--- src/rtl/rr_arb_pkg.sv ---
// Shared types and helpers for the round-robin register arbiter.
// Pure declarations; no latency or flow-control behaviour of its own.
package rr_arb_pkg;

    typedef enum logic {
        IDLE = 1'b0,
        OWN  = 1'b1
    } state_t;

    // Bits needed to encode n distinct values; callers always pass n >= 2.
    function automatic int clog2(input int n);
        int r;
        r = 0;
        for (int i = 0; i < 31; i++) begin
            if ((1 << i) < n) begin
                r = i + 1;
            end
        end
        return r;
    endfunction

endpackage

--- src/rtl/rr_pick.sv ---
// Rotating priority encoder: first set request scanning upward from ptr, wrapping.
// Purely combinational, zero latency; no flow control.
module rr_pick #(
    parameter int NREQ = 4,
    parameter int PW   = 2
) (
    input  logic [NREQ-1:0] req,
    input  logic [PW-1:0]   ptr,
    output logic            valid,
    output logic [PW-1:0]   idx
);

    // Scan from the farthest offset back to ptr so the nearest hit is written last.
    always_comb begin
        valid = |req;
        idx   = '0;
        for (int k = NREQ - 1; k >= 0; k--) begin
            if (req[(int'(ptr) + k) % NREQ]) begin
                idx = PW'((int'(ptr) + k) % NREQ);
            end
        end
    end

endmodule

--- src/rtl/rr_reg_arbiter.sv ---
// Round-robin owner of a shared WIDTH-bit register: grant visible one edge after req, first write one edge later.
// Tenures end on request drop or after MAX_HOLD writes; non-owners simply wait, with zero-bubble handoff.
module rr_reg_arbiter
    import rr_arb_pkg::*;
#(
    parameter int NREQ     = 4,
    parameter int WIDTH    = 8,
    parameter int MAX_HOLD = 4
) (
    input  logic                     clk,
    input  logic                     rst,
    input  logic [NREQ-1:0]          req,
    input  logic [NREQ*WIDTH-1:0]    wdata,
    output logic [NREQ-1:0]          gnt,
    output logic [clog2(NREQ)-1:0]   owner,
    output logic                     busy,
    output logic [WIDTH-1:0]         Q
);

    localparam int PW = clog2(NREQ);
    localparam int CW = clog2(MAX_HOLD + 1);

    state_t            state_q, state_d;
    logic [NREQ-1:0]   gnt_q,   gnt_d;
    logic [PW-1:0]     owner_q, owner_d;
    logic [PW-1:0]     ptr_q,   ptr_d;
    logic [CW-1:0]     cnt_q,   cnt_d;
    logic [WIDTH-1:0]  q_q,     q_d;

    logic [PW-1:0]     owner_inc;
    logic [PW-1:0]     pick_ptr;
    logic [PW-1:0]     pick_idx;
    logic              pick_vld;
    logic              own_req;

    assign owner_inc = (owner_q == PW'(NREQ - 1)) ? '0 : owner_q + PW'(1);
    assign own_req   = req[owner_q];

    // On release the search starts just past the outgoing owner, which is also the new ptr.
    assign pick_ptr  = (state_q == OWN) ? owner_inc : ptr_q;

    rr_pick #(
        .NREQ (NREQ),
        .PW   (PW)
    ) u_pick (
        .req   (req),
        .ptr   (pick_ptr),
        .valid (pick_vld),
        .idx   (pick_idx)
    );

    always_comb begin
        state_d = state_q;
        gnt_d   = gnt_q;
        owner_d = owner_q;
        ptr_d   = ptr_q;
        cnt_d   = cnt_q;
        q_d     = q_q;
        unique case (state_q)
            IDLE: begin
                if (pick_vld) begin
                    state_d = OWN;
                    gnt_d   = NREQ'(1) << pick_idx;
                    owner_d = pick_idx;
                    cnt_d   = CW'(1);
                end
            end
            OWN: begin
                if (own_req) begin
                    q_d = wdata[owner_q*WIDTH +: WIDTH];
                end
                if (!own_req || (cnt_q == CW'(MAX_HOLD))) begin
                    ptr_d = owner_inc;
                    if (pick_vld) begin
                        gnt_d   = NREQ'(1) << pick_idx;
                        owner_d = pick_idx;
                        cnt_d   = CW'(1);
                    end else begin
                        state_d = IDLE;
                        gnt_d   = '0;
                        owner_d = '0;
                        cnt_d   = '0;
                    end
                end else begin
                    cnt_d = cnt_q + CW'(1);
                end
            end
            default: begin
                state_d = IDLE;
            end
        endcase
    end

    always_ff @(posedge clk or posedge rst) begin
        if (rst) begin
            state_q <= IDLE;
            gnt_q   <= '0;
            owner_q <= '0;
            ptr_q   <= '0;
            cnt_q   <= '0;
            q_q     <= '0;
        end else begin
            state_q <= state_d;
            gnt_q   <= gnt_d;
            owner_q <= owner_d;
            ptr_q   <= ptr_d;
            cnt_q   <= cnt_d;
            q_q     <= q_d;
        end
    end

    assign gnt   = gnt_q;
    assign owner = owner_q;
    assign busy  = (state_q == OWN);
    assign Q     = q_q;

`ifndef SYNTHESIS
    always_ff @(posedge clk) begin
        if (!rst) begin
            assert ($onehot0(gnt_q));
            assert (cnt_q <= CW'(MAX_HOLD));
        end
    end
`endif

endmodule

--- config.mk ---
export PLATFORM = sky130hd
export DESIGN_NAME = rr_reg_arbiter
export DESIGN_NICKNAME = d
export VERILOG_FILES = /design/src/rtl/rr_arb_pkg.sv /design/src/rtl/rr_pick.sv /design/src/rtl/rr_reg_arbiter.sv
export SDC_FILE = /design/constraint.sdc
export NUM_CORES = 1
export LEC_CHECK = 0
export BUFFER_PORTS_ARGS = -buffer_cell sky130_fd_sc_hd__buf_2
export CAP_MARGIN = 20
export CORE_ASPECT_RATIO = 0.5
export CORE_MARGIN = 8
export CORE_UTILIZATION = 48
export DETAILED_ROUTE_END_ITERATION = 6
export PLACE_DENSITY = 0.8
export SLEW_MARGIN = 25
export SYNTH_ARGS = -nofsm -noshare
export SYNTH_HDL_FRONTEND = slang
export SYNTH_SLANG_ARGS = --single-unit
--- constraint.sdc ---
create_clock -name clk -period 2.24 [get_ports clk]
set_input_delay 0.672 -clock clk [delete_from_list [all_inputs] [get_ports clk]]
set_output_delay 0.672 -clock clk [all_outputs]
set_load 0.05 [all_outputs]
Word-level counts from Yosys, hierarchy flattened
Cells that the tools add are included.
{ "word_totals": {"ff_bits": 20, "in_bits": 38} }
{ "op_classes": {"reduce_logical": 9, "n_lt_le_gt_ge": 5, "add_sub_neg": 5, "n_shift": 2, "bitwise_logic": 4, "n_eq_ne": 4, "muxes": 34} }
{ "ops": {"columns": ["cell", "n"], "rows": [
  ["indexed part select 32 x 6 -> 8 bit", 1],
  ["two-way mux 2 bit", 9],
  ["less-than comparator 3 x 4 -> 1 bit (second input constant)", 3],
  ["two-way mux 4 bit", 3],
  ["two-way mux 1 bit", 11],
  ["binary-select mux 1 bit (select 2 bit)", 5],
  ["case mux 4 bit (2 select lines)", 1],
  ["less-than comparator 2 x 3 -> 1 bit (second input constant)", 2],
  ["two-way mux 3 bit", 2],
  ["case mux 3 bit (2 select lines)", 1],
  ["AND reduction 2 bit", 3],
  ["OR reduction 2 bit", 3],
  ["adder 2 x 1 -> 2 bit (second input constant)", 2],
  ["adder 2 bit (second input constant)", 2],
  ["case mux 2 bit (2 select lines)", 1],
  ["OR reduction 4 bit", 1],
  ["<< shifter 1 x 2 -> 4 bit (first input constant)", 1],
  ["adder 3 x 1 -> 3 bit (second input constant)", 1],
  ["bitwise AND 1 bit (first input constant)", 3],
  ["equality test 3 bit (second input constant)", 1],
  ["equality test 2 bit (second input constant)", 1],
  ["inequality test 2 x 1 -> 1 bit (second input constant)", 1],
  ["inequality test 2 bit (second input constant)", 1],
  ["case mux 1 bit (2 select lines)", 1],
  ["3 further kinds", 3]
]} }

Depth between registers and ports, before layout
{ "depth": {"ltp_word": 17, "depth_mapped": 6} }

Modules after synthesis
A second synthesis with hierarchy kept.
{ "hier_totals": {"cells_unflattened": 108, "hier_area_um2": 1282.5} }
{ "modules_own_cells": {"columns": ["module", "cells_each", "area_per_inst_um2", "seq_area_each_um2", "n_inst"], "rows": [
  ["rr_reg_arbiter", 95, 1204.9, 500.5, 1],
  ["rr_pick", 13, 77.6, 0.0, 1]
]} }

Worst setup path before layout
No wires, ideal clock.
{ "synth_timing": {"path_kind": "reg-to-reg", "from": "register owner_q[0], in the netlist owner[0]", "to": "register gnt_q[0], in the netlist gnt[0]", "arrival_ns": 2.120, "slack_ns": -0.008, "path_buffers": 0, "stages_incl_launch_ff": 7, "cell_sequence": "dfrtp_1 ha_1 mux2_4 and4_4 a311o_1 a32oi_1 nand3_1"} }
{ "synth_via": {"elab_chain_cells": 15, "elab_cells_between_ends": 33} }
{ "synth_lines": {"columns": ["element", "line_no", "text"], "rows": [
  ["start, declared", "rr_reg_arbiter.sv:25", "logic [PW-1:0] owner_q, owner_d;"],
  ["start signal, assigned", "rr_reg_arbiter.sv:105", "owner_q <= owner_d;"],
  ["adder 2 x 1 -> 2 bit / equality test 2 bit (equally long branches)", "rr_reg_arbiter.sv:36", "assign owner_inc = (owner_q == PW'(NREQ - 1)) ? '0 : owner_q + PW'(1);"],
  ["two-way mux 2 bit *", "rr_reg_arbiter.sv:36", null],
  ["named net owner_inc[1]", "rr_reg_arbiter.sv:30", "logic [PW-1:0] owner_inc;"],
  ["two-way mux 2 bit *", "rr_reg_arbiter.sv:40", "assign pick_ptr = (state_q == OWN) ? owner_inc : ptr_q;"],
  ["adder 2 bit", "rr_pick.sv:18, rr_pick.sv:19", null],
  ["binary-select mux 1 bit (select 2 bit)", "rr_pick.sv:18", "if (req[(int'(ptr) + k) % NREQ]) begin"],
  ["two-way mux 1 bit (implied by the code) (2 in series)", "rr_pick.sv:18", null],
  ["two-way mux 2 bit (3 in series)", "rr_pick.sv:18", null],
  ["two-way mux 2 bit *", "rr_pick.sv:18", null],
  ["<< shifter 1 x 2 -> 4 bit *", "rr_reg_arbiter.sv:63, rr_reg_arbiter.sv:75", null],
  ["two-way mux 4 bit", "rr_reg_arbiter.sv:74", "if (pick_vld) begin"],
  ["two-way mux 4 bit", "rr_reg_arbiter.sv:72", "if (!own_req || (cnt_q == CW'(MAX_HOLD))) begin"],
  ["case mux 4 bit (2 select lines) *", "rr_reg_arbiter.sv:59", "unique case (state_q)"],
  ["end signal, assigned", "rr_reg_arbiter.sv:104", "gnt_q <= gnt_d;"],
  ["end, declared", "rr_reg_arbiter.sv:24", "logic [NREQ-1:0] gnt_q, gnt_d;"]
]} }
Mark *: on every way through the listed nets, which the timed path passes. The rest lies on a longest branch. The select of a mux whose other input is x is not followed.
A chain may end at the register's enable or synchronous reset.

Worst setup path after layout
Same ends and word-level chain as after synthesis.

==> results.py <==
metrics = {
    "route": {
        "drt_wl_total_um": 3400,
        "first_pass_iters": 6,
        "detail_route.wl_per_cell_um": 16.8,
        "viasPerCell": 5.59,
        "drc": 0,
        "vias": 1129,
        "drt-initial-drc-count": 46,
        "ant_nets": 0,
    },
    "place": {
        "routabilityCongestion": 0.831,
        "hpwl_um": 2770,
        "place_ws_ns": 0.0800,
        "io_buffers": 52,
    },
    "timing": {
        "worstMarginPinSlew_ns": 0.404,
        "finalCriticalPeriod_ns": 2.08,
        "holdWs_ns": 0.424,
        "relSlewSlack_pct": 73.1,
        "worst_slack_ns": 0.159,
        "drv_slew": 0,
        "rsz0062_at_grt": "no",
        "setup-tns-final_ns": 0,
        "fin_skew_ns": 0.00160,
        "setup_viol": 0,
        "timing.final.crit_share_pct": 92.9,
        "max_freq_mhz": 481,
        "hold_viol": 0,
    },
    "clock_tree": {
        "cts_tree": "done",
        "holdBufCountCts": 0,
        "cts_buffer_depth": 2,
        "cts_resized": 0,
        "post_cts_buffers": 0,
        "clk_latency_ns": 0.25,
        "clk_pin_slew_worst_paths_ns": 0.07,
        "root_buffer": "clkbuf_8",
        "cts_sinks": 20,
        "htree_levels": 1,
        "cts_buffers": 3,
    },
    "setup_path": {
        "crit_buf_inv": 0,
        "crit_chain": "ha_1 -> mux2_4 -> and4_4 -> a311o_1 -> a32oi_1 -> nand3_1",
        "end_kind": "flop",
        "crit_cells": 6,
        "path_delay_family": "compound AO/OA/AOI/OAI gates",
        "r2r_cells": 6,
        "path_max_fanout": 5,
        "reg2reg_to": "gnt[0]",
        "startpoint": "owner[0]",
        "timing.rr.start": "owner[0]",
        "crit_type": "reg2reg",
        "arrival_ns": 2.22,
        "cp_data_required_time_ns": 2.38,
        "crit_end": "gnt[0]",
        "cp-start-kind": "flop",
        "regToRegSetupSlack_ns": 0.16,
        "slowest_stage": "dfrtp_2",
        "cpPeakStageDelay_ns": 0.41,
    },
    "floorplan": {
        "chipWidth_um": 89.7,
        "die_y_um": 52.8,
        "boundaryPins": 53,
        "die_area_um2": 4740,
        "initial_core_util_pct": 50.4,
        "row_count": 13,
        "core_um2": 2590,
    },
    "global_route": {
        "grt_pass1_wl_um": 5420,
        "antenna_found_initial": 0,
        "grt_max_degree": 21,
        "grtUsageTotal_pct": 14.9,
        "grt_pass1_vias": 1218,
        "gr-total-overflow": 0,
    },
    "finish": {
        "layout_common_cells": "buf_2, dfrtp_1, mux2_2",
        "area_delta_synth_final_pct": 30.6,
        "nNetsFinal": 207,
        "drive_gt1_share_pct": 56.4,
        "final_common_cell": "buf_2",
        "n_antenna_cell": 0,
    },
    "logic_synthesis": {
        "synth_top_family_by_area": "multiplexers",
        "seq_area_frac_synth_pct": 38.4,
        "synth-edff-count": 0,
        "synth.net_count": 148,
        "yosys.area_share.simple_pct": 15.5,
        "synthArstFlopShare_pct": 100,
        "synth_area_leaders": "dfrtp_1, mux4_2, mux2_2, ha_1, nand3_1",
        "ys.flop_type": "dfrtp_1",
        "ys_warn_count": 0,
        "synth_top_area_share_pct": 38.4,
        "synth_xor_area_share_pct": 0,
        "synth_seq_cells": 20,
        "yosys.cell_types.count": 41,
        "postSynthAreaPerCell_um2": 12.2,
        "muxShareOfSynthArea_pct": 26.4,
        "syn_area_um2": 1300,
        "synthCells": 107,
        "synth_top_area_cell": "dfrtp_1",
        "synthAdderAreaFrac_pct": 2.88,
        "synth_compound_area_share_pct": 13.7,
    },
    "flow_run": {
        "drv_cap": 0,
    },
    "status": {
        "status": "finished, final reports clean",
    },
    "worst_hold_path": {
        "hp-class": "in2async",
    },
    "power": {
        "irDropWorstVdd_uv": 707,
        "power.leakage_nw": 0.793,
        "p_per_area_nw_per_um2": 1550,
    },
}
[per-layer routing]
layer / vias to the layer above / global-route usage [%] / routed length [um]
li1: 530 / - / -
met1: 557 / 15.7 / 1380
met2: 38 / 28.3 / 1770
met3: 4 / 4.06 / 215
met4: 0 / 4.63 / 44
met5: - / 0 / 0
[how the worst min path moves through the flow]
stage / start / cells after the start / slack (ns) / to
floorplan: ptr_q[0] / 1 / 0.50 / ptr_q[0]
global placement: gnt[3] / 1 / 0.47 / gnt[3]
detailed placement: Q[4] / 1 / 0.49 / Q[4]
CTS: rst / 3 / 0.43 / Q[7]
global route: rst / 3 / 0.44 / busy
finish: rst / 3 / 0.42 / Q[7]
[tightest hold or removal path: stages]
cell and delay, ns:
buf_2 0.09, inv_1 0.04, buf_4 0.26
[synth_stat cells, drive strengths merged, types with 2 or more instances]
cell / n
a21oi: 2
a32oi: 3
buf: 3
dfrtp: 20
ha: 3
inv: 3
mux2: 11
mux4: 9
nand2: 9
nand2b: 3
nand3: 7
nor2: 4
nor2b: 2
o21ai: 4
o22ai: 2
o2bb2ai: 3
[report_power, final]
part,switching [mW],internal [mW]
registers,0.104,0.534
logic,1.01,0.638
clock network,0.118,0.238
[final cells by class]
cell class	count	area, um2
Fill cell	200	885
Multi-Input combinational cell	79	762
Sequential cell	20	502
Timing Repair Buffer	58	305
Tap cell	37	46.3
Clock buffer	3	41.3
Clock inverter	1	30.0
Inverter	4	15.0
[logic make-up after synthesis]
group                      count (synthesis)
buffers and inverters                      8
and+or+nand+nor                           33
DFF                                       20
adders and majority gates                  3
AOI/OAI and AO/OA                         22
muxes                                     21
[flip-flops by register name, summed over array words and instances, names as in the netlist]
signal and count:
Q 8, ptr_q 2, cnt_q 3, owner 2, gnt 4, busy 1
[stage by stage]
step | power, mW | util (%) | cell area [um2] | cells
2_1_floorplan | 1.90 | - | 1300 | 107
3_3_place_gp | 2.23 | 63.0 | 1630 | 198
3_5_place_dp | 2.30 | 63.0 | 1630 | 198
4_1_cts | 2.66 | 65.8 | 1700 | 202
5_1_grt | 2.79 | 65.8 | 1700 | 202
6_report | 2.64 | 65.8 | 1700 | 202
No activity file was read; power rests on OpenSTA's default activity.
